### config.mk
export PLATFORM = sky130hd
export DESIGN_NAME = uart_rx_fifo
export DESIGN_NICKNAME = d
export VERILOG_FILES = /design/src/rtl/uart_rx_fifo.sv
export SDC_FILE = /design/constraint.sdc
export NUM_CORES = 1
export LEC_CHECK = 0
export ABC_AREA = 1
export BUFFER_PORTS_ARGS = -buffer_cell sky130_fd_sc_hd__buf_2
export CAP_MARGIN = 20
export CORE_ASPECT_RATIO = 1.25
export CORE_MARGIN = 1
export CORE_UTILIZATION = 45
export CTS_BUF_LIST = sky130_fd_sc_hd__clkbuf_8
export DETAILED_ROUTE_END_ITERATION = 6
export GPL_ROUTABILITY_DRIVEN = 0
export HOLD_SLACK_MARGIN = 0.12
export PLACE_DENSITY = 0.66
export SYNTH_ARGS = -nofsm -noshare
export SYNTH_HDL_FRONTEND = slang
export SYNTH_SLANG_ARGS = --single-unit
### constraint.sdc
create_clock -name clk -period 3 [get_ports clk]
set_input_delay 0.15 -clock clk [delete_from_list [all_inputs] [get_ports clk]]
set_output_delay 0.15 -clock clk [all_outputs]
set_load 0.01 [all_outputs]
### src/rtl/uart_rx_fifo.sv
// uart_rx_fifo
//   Receive FIFO between a UART receiver and its consumer. Each entry is
//   10 bits: {ferr, perr, data[7:0]}. A byte is staged on wr_tick and then
//   committed one cycle later, when the receiver's parity and frame flags
//   become valid. The read side is first-word-fall-through.
//
//   Optional build macro: UART_RX_FIFO_DROP_ERR_EN
//     Defined   : errored bytes are discarded at commit. err_drop_tick pulses
//                 for one cycle, and overflow is not set.
//     Undefined : errored bytes are stored with their flags. err_drop_tick = 0.
//
// Ports
//   clk, reset_n          clock, asynchronous active-low reset
//   wr_tick, din[7:0]     byte-received strobe and its data
//   perr_in, ferr_in      error flags, valid one cycle after wr_tick
//   rd                    pop the head entry (ignored while empty)
//   clr_ovf               clear the sticky overflow flag
//   dout, dout_perr/ferr  head entry (don't-care while empty)
//   empty, full, count    occupancy
//   overflow              sticky; set when a byte is lost to a full FIFO
//   err_drop_tick         one-cycle pulse when an errored byte is discarded
module uart_rx_fifo #(
  parameter int ADDR_W = 4
) (
  input  logic              clk,
  input  logic              reset_n,
  input  logic              wr_tick,
  input  logic [7:0]        din,
  input  logic              perr_in,
  input  logic              ferr_in,
  input  logic              rd,
  input  logic              clr_ovf,
  output logic [7:0]        dout,
  output logic              dout_perr,
  output logic              dout_ferr,
  output logic              empty,
  output logic              full,
  output logic [ADDR_W:0]   count,
  output logic              overflow,
  output logic              err_drop_tick
);

  localparam int              DEPTH    = 1 << ADDR_W;
  localparam logic [ADDR_W:0] FULL_CNT = {1'b1, {ADDR_W{1'b0}}};
  localparam logic [ADDR_W:0] CNT_ONE  = {{ADDR_W{1'b0}}, 1'b1};

  logic [ADDR_W-1:0] wr_ptr_q, wr_ptr_d;
  logic [ADDR_W-1:0] rd_ptr_q, rd_ptr_d;
  logic [ADDR_W:0]   count_q, count_d;
  logic [7:0]        stage_q, stage_d;
  logic              pend_q, pend_d;
  logic              ovf_q, ovf_d;

  logic              drop;
  logic              commit;
  logic              pop;
  logic              wr_en;
  logic              ovf_set;

  logic [9:0]        mem [DEPTH];
  logic [9:0]        head;

  assign empty    = (count_q == '0);
  assign full     = (count_q == FULL_CNT);
  assign count    = count_q;
  assign overflow = ovf_q;

  assign head      = mem[rd_ptr_q];
  assign dout      = head[7:0];
  assign dout_perr = head[8];
  assign dout_ferr = head[9];

  always_comb begin
    drop = 1'b0;
`ifdef UART_RX_FIFO_DROP_ERR_EN
    drop = pend_q & (perr_in | ferr_in);
`endif
    commit  = pend_q & ~drop;
    pop     = rd & ~empty;
    // When full, a simultaneous pop frees the slot the commit lands in.
    wr_en   = commit & (~full | pop);
    ovf_set = commit & full & ~pop;

    stage_d = wr_tick ? din : stage_q;
    // The entry already pending still commits at this edge even if a new
    // byte is being staged, so pending is simply the last wr_tick.
    pend_d  = wr_tick;

    wr_ptr_d = wr_en ? wr_ptr_q + ADDR_W'(1) : wr_ptr_q;
    rd_ptr_d = pop   ? rd_ptr_q + ADDR_W'(1) : rd_ptr_q;

    count_d = count_q;
    case ({wr_en, pop})
      2'b10:   count_d = count_q + CNT_ONE;
      2'b01:   count_d = count_q - CNT_ONE;
      default: count_d = count_q;
    endcase

    ovf_d = ovf_set | (ovf_q & ~clr_ovf);
  end

  always_ff @(posedge clk or negedge reset_n) begin
    if (!reset_n) begin
      wr_ptr_q <= '0;
      rd_ptr_q <= '0;
      count_q  <= '0;
      stage_q  <= '0;
      pend_q   <= 1'b0;
      ovf_q    <= 1'b0;
    end else begin
      wr_ptr_q <= wr_ptr_d;
      rd_ptr_q <= rd_ptr_d;
      count_q  <= count_d;
      stage_q  <= stage_d;
      pend_q   <= pend_d;
      ovf_q    <= ovf_d;
    end
  end

  // Storage is intentionally not reset.
  always_ff @(posedge clk) begin
    if (wr_en) mem[wr_ptr_q] <= {ferr_in, perr_in, stage_q};
  end

`ifdef UART_RX_FIFO_DROP_ERR_EN
  logic drop_q, drop_d;

  assign drop_d        = drop;
  assign err_drop_tick = drop_q;

  always_ff @(posedge clk or negedge reset_n) begin
    if (!reset_n) drop_q <= 1'b0;
    else          drop_q <= drop_d;
  end
`else
  assign err_drop_tick = 1'b0;
`endif

endmodule
==> flow_summary.json, run 1 <==
{
  "dp_hpwl_mm": 10.7,
  "max_freq_mhz": 375,
  "worst_pin_slew_ns": 1.01,
  "antenna_found_initial": 0,
  "hold_viol_final": 0,
  "synth-adder-area-share": 0.0144,
  "grt_setup_unrepaired": "no",
  "clkTransAtPathRegs_ns": 0.09,
  "final_cells": 955,
  "syn_avg_cell_area_um2": 11.6,
  "cts_buffer_depth": 2,
  "routed_via_density": 5.35,
  "cp_max_fo": 22,
  "crit_chain": "nor2_2, nand4_1, nand2_2, nand2_4, nand2_4, ha_1, nor2_1, nor2_1, ha_1, inv_1, nand2_1, nand3_1, nand2_1, nand2_1, nand3_1, nand2_1",
  "comb_power_share": 0.369,
  "crit_path_frequent_cell": "nand2_1",
  "slew_viol_final": 0,
  "end_kind": "flip-flop",
  "power_density_mw_per_mm2": 893,
  "fp-row-count": 53,
  "clkLatencyLatePin_ns": 0.47,
  "cts.sinks": 183,
  "cp.arrival_ns": 3.04,
  "syn-cell-area_mm2": 0.00781,
  "dp.cells": 902,
  "fin_crit_sh": 0.889,
  "cap_violations": 0,
  "vias": 5109,
  "fin_nets": 746,
  "drc_errors": 0,
  "slowest_delay_ns": 0.44,
  "start_kind": "flip-flop",
  "yosysWarnings": 0,
  "synthCells": 674,
  "synth-compound-area-share": 0.0669,
  "multiInputGateArea_mm2": 0.00199,
  "dieHeight_um": 149,
  "synth_top_family_by_area": "simple AND/OR/NAND/NOR gates",
  "ys_types": 29,
  "dr.pass1.iters": 5,
  "setup_violations": 0,
  "cts_buffers": 17,
  "core_mm2": 0.0169,
  "htreeDepth": 4,
  "p_switching_mw": 3.02,
  "portBuffers": 32,
  "drt_iter0_drc": 598,
  "nFillCells": 1462,
  "critical_path_class": "flip-flop to flip-flop",
  "die_w_um": 120,
  "wire_per_inst_um": 18.5,
  "cpMaxStageDelayCell": "dfrtp_1",
  "vdd_ir_drop_max_mv": 0.469,
  "hold_path_class": "input pin to async pin",
  "period_minus_slack_ns": 2.67,
  "fin_skew_ns": 0.0103,
  "ys_seq_area_frac": 0.689,
  "synth-simple-area-share": 0.153,
  "layout-drive-gt1-share": 0.127,
  "muxShareOfSynthArea": 0.0115,
  "start_util": 0.462,
  "p_leak_nw": 3.28,
  "place_area_mm2": 0.00814,
  "power_mw": 7.79,
  "final_antenna_net_count": 0,
  "wirelength_mm": 17.7,
  "ys_ff_latch": 183,
  "cts_setup_buffers": 0,
  "clkPwrFrac": 0.205,
  "final_area_mm2": 0.00872,
  "setup_tns_ns": 0,
  "syn_to_final_growth_pct": 11.6,
  "cp.required_ns": 3.37,
  "grt_overflow": 0,
  "status": "finished, final reports clean",
  "grtUsageTotal": 0.209,
  "synth_xor_area_frac": 0.00785,
  "grt_pass1_vias": 4843,
  "slew_headroom": 0.327,
  "power_frac_seq": 0.426,
  "regArea_mm2": 0.00538,
  "cts_tree": "yes",
  "p_int_mw": 4.77,
  "cts-root-buf": "clkbuf_8",
  "die_area_mm2": 0.0179,
  "io_pins": 34,
  "grt_pass1_wl_mm": 27.5,
  "switching_share": 0.387,
  "grt_max_degree": 111,
  "synthesis.nets": 698,
  "diodes": 0
}
-- path summary, 6_finish.rpt --
kind	startpoint	to	slack (ns)	cells past startpoint
max	count[3]$_DFFE_PN0P_	count[4]$_DFFE_PN0P_	0.33	16
min	reset_n	stage_q[7]$_DFFE_PN0P_	0.20	2
max reg2reg	count[3]$_DFFE_PN0P_	count[4]$_DFFE_PN0P_	0.33	16
min reg2reg	wr_ptr_q[3]$_DFFE_PN0P_	wr_ptr_q[3]$_DFFE_PN0P_	0.59	2
max in group asynchronous	reset_n	rd_ptr_q[0]$_DFFE_PN0P_	2.39	2
min in group clk	din[6]	stage_q[6]$_DFFE_PN0P_	0.45	3
-- Yosys cell counts --
cell type	number	area, um2
a21oi_1	5	25.0
buf_2	14	70.1
inv_1	49	184
nand2_4	1	11.3
nor2_4	1	11.3
nand2_1	76	285
inv_2	3	11.3
o211ai_1	24	180
edfxtp_1	160	4800
clkbuf_1	6	22.5
nor2_2	1	6.26
nand3b_1	1	7.51
buf_1	1	3.75
nand2_2	5	31.3
buf_4	4	30.0
conb_1	1	3.75
buf_6	10	113
xnor2_1	1	8.76
dfrtp_1	23	576
clkbuf_2	2	10.0
nand4_1	1	6.26
nor2_1	126	473
o21ai_1	25	125
ha_1	9	113
xor2_1	6	52.6
o21ai_0	37	185
o21bai_1	1	7.51
nand3_1	73	365
mux2_2	8	90.1
-- kinds of logic after synthesis --
group | Yosys count
XOR/XNOR | 7
multiplexers | 8
buffers and inverters | 89
AND/OR/NAND/NOR | 285
flip-flops | 183
AO/OA/AOI/OAI | 92
adder cells (fa/ha/maj) | 9
other | 1
-- placed cells by master (no fill, tap or decap), drive strengths merged, types with 2 or more instances in the layout --
| cell type | Yosys | final |
|---|---|---|
| mux2 | 8 | 8 |
| o21ai | 62 | 62 |
| a21oi | 5 | 5 |
| dfrtp | 23 | 23 |
| nand2 | 82 | 82 |
| clkbuf | 8 | 17 |
| nor2 | 128 | 128 |
| xor2 | 6 | 6 |
| clkinv | 0 | 10 |
| bufinv | 0 | 2 |
| ha | 9 | 9 |
| clkinvlp | 0 | 2 |
| nand3 | 73 | 73 |
| buf | 29 | 45 |
| inv | 52 | 53 |
| edfxtp | 160 | 160 |
| dlygate4sd3 | 0 | 21 |
| o211ai | 24 | 24 |
-- worst max-delay path: cells and delay by family (launching register included) --
kind / cells / cell delay [ns]
DFF: 1 / 0.44
buffers and inverters: 1 / 0.04
adders and majority gates: 2 / 0.57
and+or+nand+nor: 13 / 1.52
-- power groups by stage --
stage	Combinational [mW]	Clock [mW]	Sequential, mW
final	2.88	1.60	3.32
after global placement	2.79	0	3.35
after global routing	3.21	1.71	3.34
after floorplan	2.06	0	3.28
after detailed placement	2.85	0	3.37
after CTS	2.89	1.62	3.32
-- routing by layer --
metal	vias to the layer above	GRT usage	routed length, um
met3	38	0.0398	890
met1	2489	0.280	7590
met5	-	0	0
met4	0	0.0863	435
li1	2412	-	-
met2	170	0.334	8760
-- stage by stage --
stage	setup slack (ns)	hold WS (ns)	utilization
after floorplan	0.798	-0.146	-
after CTS	0.228	0.202	0.515
after detailed placement	0.248	0.172	0.481
final	0.332	0.202	0.516
after global placement	0.513	0.161	0.481
after global routing	0.120	0.234	0.516
-- cell type report --
type,instances,share of cell area
tap,220,0.0316
inverter,52,0.0224
clock buffer,17,0.0268
sequential,183,0.617
multi-input combinational,402,0.229
timing repair buffer,66,0.0580
clock inverter,15,0.0156
-- state kept, by name, summed over array words and instances, names as in the netlist --
register	flops
mem	160
stage_q	8
count	5
rd_ptr_q	4
wr_ptr_q	4
commit	1
overflow	1
-- timing repair --
action                     in CTS  in global routing
hold endpoints to repair       67                  0
hold buffers                   21                  0
gates resized for setup         0                  1
setup endpoints to repair       0                  2
No activity file was read; power rests on OpenSTA's default activity.
==> inputs of run 2 (changes only) <==
Settings changed: GPL_ROUTABILITY_DRIVEN 0 to 1, GPL_TIMING_DRIVEN from default to 0, MAX_ROUTING_LAYER from default to met4.
==> flow_summary.json, run 2 (synthesis gave the netlist of run 1 again) <==
{
  "drt_iter0_drc": 465,
  "drc_errors": 0,
  "slew_headroom": 0.249,
  "largest_register": "mem",
  "cp.arrival_ns": 2.97,
  "slew_viol_final": 0,
  "routed_via_density": 5.40,
  "cts-root-buf": "clkbuf_8",
  "p_leak_nw": 3.34,
  "cp_max_fo": 11,
  "start_util": 0.462,
  "regArea_mm2": 0.00538,
  "core_mm2": 0.0169,
  "crit_family": "simple AND/OR/NAND/NOR gates",
  "end_kind": "flip-flop",
  "grt_overflow": 0,
  "slowest_delay_ns": 0.46,
  "setup_tns_ns": 0,
  "period_minus_slack_ns": 2.57,
  "cap_violations": 0,
  "ctsHoldBuffers": 15,
  "portBuffers": 32,
  "fp-row-count": 53,
  "worstRegToRegCells": 16,
  "cpMaxStageDelayCell": "dfrtp_1",
  "layout-drive-gt1-share": 0.151,
  "status": "finished, final reports clean",
  "path_buf_inv": 4,
  "grt_max_degree": 24,
  "setup_violations": 0,
  "path_depth": 16,
  "antenna_found_initial": 0,
  "final_antenna_net_count": 0,
  "htreeDepth": 4,
  "power_density_mw_per_mm2": 911,
  "cts_buffer_depth": 2,
  "mostFrequentLayoutCells": "edfxtp_1, nor2_1, nand2_1",
  "worst_pin_slew_ns": 1.12,
  "cts_buffers": 17,
  "clkLatencyLatePin_ns": 0.48,
  "clkTransAtPathRegs_ns": 0.09,
  "dr.pass1.iters": 6,
  "die_w_um": 120,
  "cts_setup_buffers": 0,
  "cts.sinks": 183,
  "dieHeight_um": 149,
  "crit_chain": "inv_1, nand4_1, nand2_2, nand2_4, nand2_2, buf_6, ha_1, nand2_1, inv_1, nor2_1, ha_1, inv_1, nand2_1, a21oi_1, o21ai_0, o21ai_0",
  "wire_per_inst_um": 19.7,
  "hold_viol_final": 0,
  "wirelength_mm": 19.3,
  "grt_setup_unrepaired": "no",
  "diodes": 0,
  "max_freq_mhz": 389,
  "fin_skew_ns": 0.0146,
  "fin_nets": 768,
  "nFillCells": 1491,
  "hold_path_class": "input pin to async pin",
  "pre_cts_ws_ns": 0.459,
  "layout_setup_ws_ns": 0.429,
  "hold_slack_ns": 0.192,
  "io_pins": 34,
  "multiInputGateArea_mm2": 0.00199,
  "vias": 5271,
  "fin_crit_sh": 0.857,
  "grtUsageTotal": 0.237,
  "cts_tree": "yes",
  "largest_reg_flops": 160,
  "grt_pass1_wl_mm": 29.1,
  "die_area_mm2": 0.0179,
  "gp_congestion": 0.944,
  "grt_pass1_vias": 5126,
  "crit_path_frequent_cell": "inv_1",
  "mostFrequentLayoutCell": "edfxtp_1",
  "cp.required_ns": 3.40,
  "dp_hpwl_mm": 13.2,
  "cts_resized": 0,
  "syn_to_final_growth_pct": 12.6,
  "start_kind": "flip-flop",
  "critical_path_class": "flip-flop to flip-flop",
  "vdd_ir_drop_max_mv": 0.449
}
-- run 2: layout make-up --
cell class / instances / area share
flip-flops and latches: 183 / 0.612
plain buffers: 37 / 0.0283
inverters: 52 / 0.0222
repair buffers: 51 / 0.0395
multi-input cells: 402 / 0.226
clock buffers: 17 / 0.0266
clock inverters: 15 / 0.0144
well taps: 220 / 0.0313
-- run 2: through the flow --
| step | utilization | std cells | total power, mW | instance area [um2] |
|---|---|---|---|---|
| 2_1_floorplan | - | 674 | 5.34 | 7810 |
| 3_3_place_gp | 0.488 | 926 | 6.40 | 8250 |
| 3_5_place_dp | 0.489 | 928 | 6.49 | 8270 |
| 4_1_cts | 0.519 | 975 | 8.03 | 8780 |
| 5_1_grt | 0.520 | 977 | 8.48 | 8800 |
| 6_report | 0.520 | 977 | 8.01 | 8800 |
-- run 2: worst reg2reg max path, stage by stage (launching register included) --
cell and delay, ns:
dfrtp_1 0.46, inv_1 0.11, nand4_1 0.13, nand2_2 0.17, nand2_4 0.09, nand2_2 0.10, buf_6 0.15, ha_1 0.30
nand2_1 0.09, inv_1 0.09, nor2_1 0.07, ha_1 0.18, inv_1 0.06, nand2_1 0.09, a21oi_1 0.22, o21ai_0 0.12
o21ai_0 0.08
-- run 2: power by group --
part,total [mW],internal [mW],switching (mW)
Sequential,3.29,3.08,0.205
Clock,1.55,0.657,0.897
Combinational,3.17,1.07,2.10
Total,8.01,4.81,3.20
-- run 2: final timing paths --
check / startpoint / to / slack [ns]
setup / recovery: count[0]$_DFFE_PN0P_ / count[2]$_DFFE_PN0P_ / 0.43
hold / removal: reset_n / stage_q[3]$_DFFE_PN0P_ / 0.19
setup reg to reg: count[0]$_DFFE_PN0P_ / count[2]$_DFFE_PN0P_ / 0.43
hold reg to reg: wr_ptr_q[1]$_DFFE_PN0P_ / wr_ptr_q[1]$_DFFE_PN0P_ / 0.56
max in group asynchronous: reset_n / count[2]$_DFFE_PN0P_ / 2.43
min in group clk: wr_tick / commit$_DFF_PN0_ / 0.33
-- run 2: layer usage --
metal,vias up,share of wire,global-route usage
met5,-,0,-
met4,0,0.051,0.143
met3,49,0.052,0.0378
met2,196,0.50,0.395
met1,2566,0.39,0.269
li1,2460,-,-
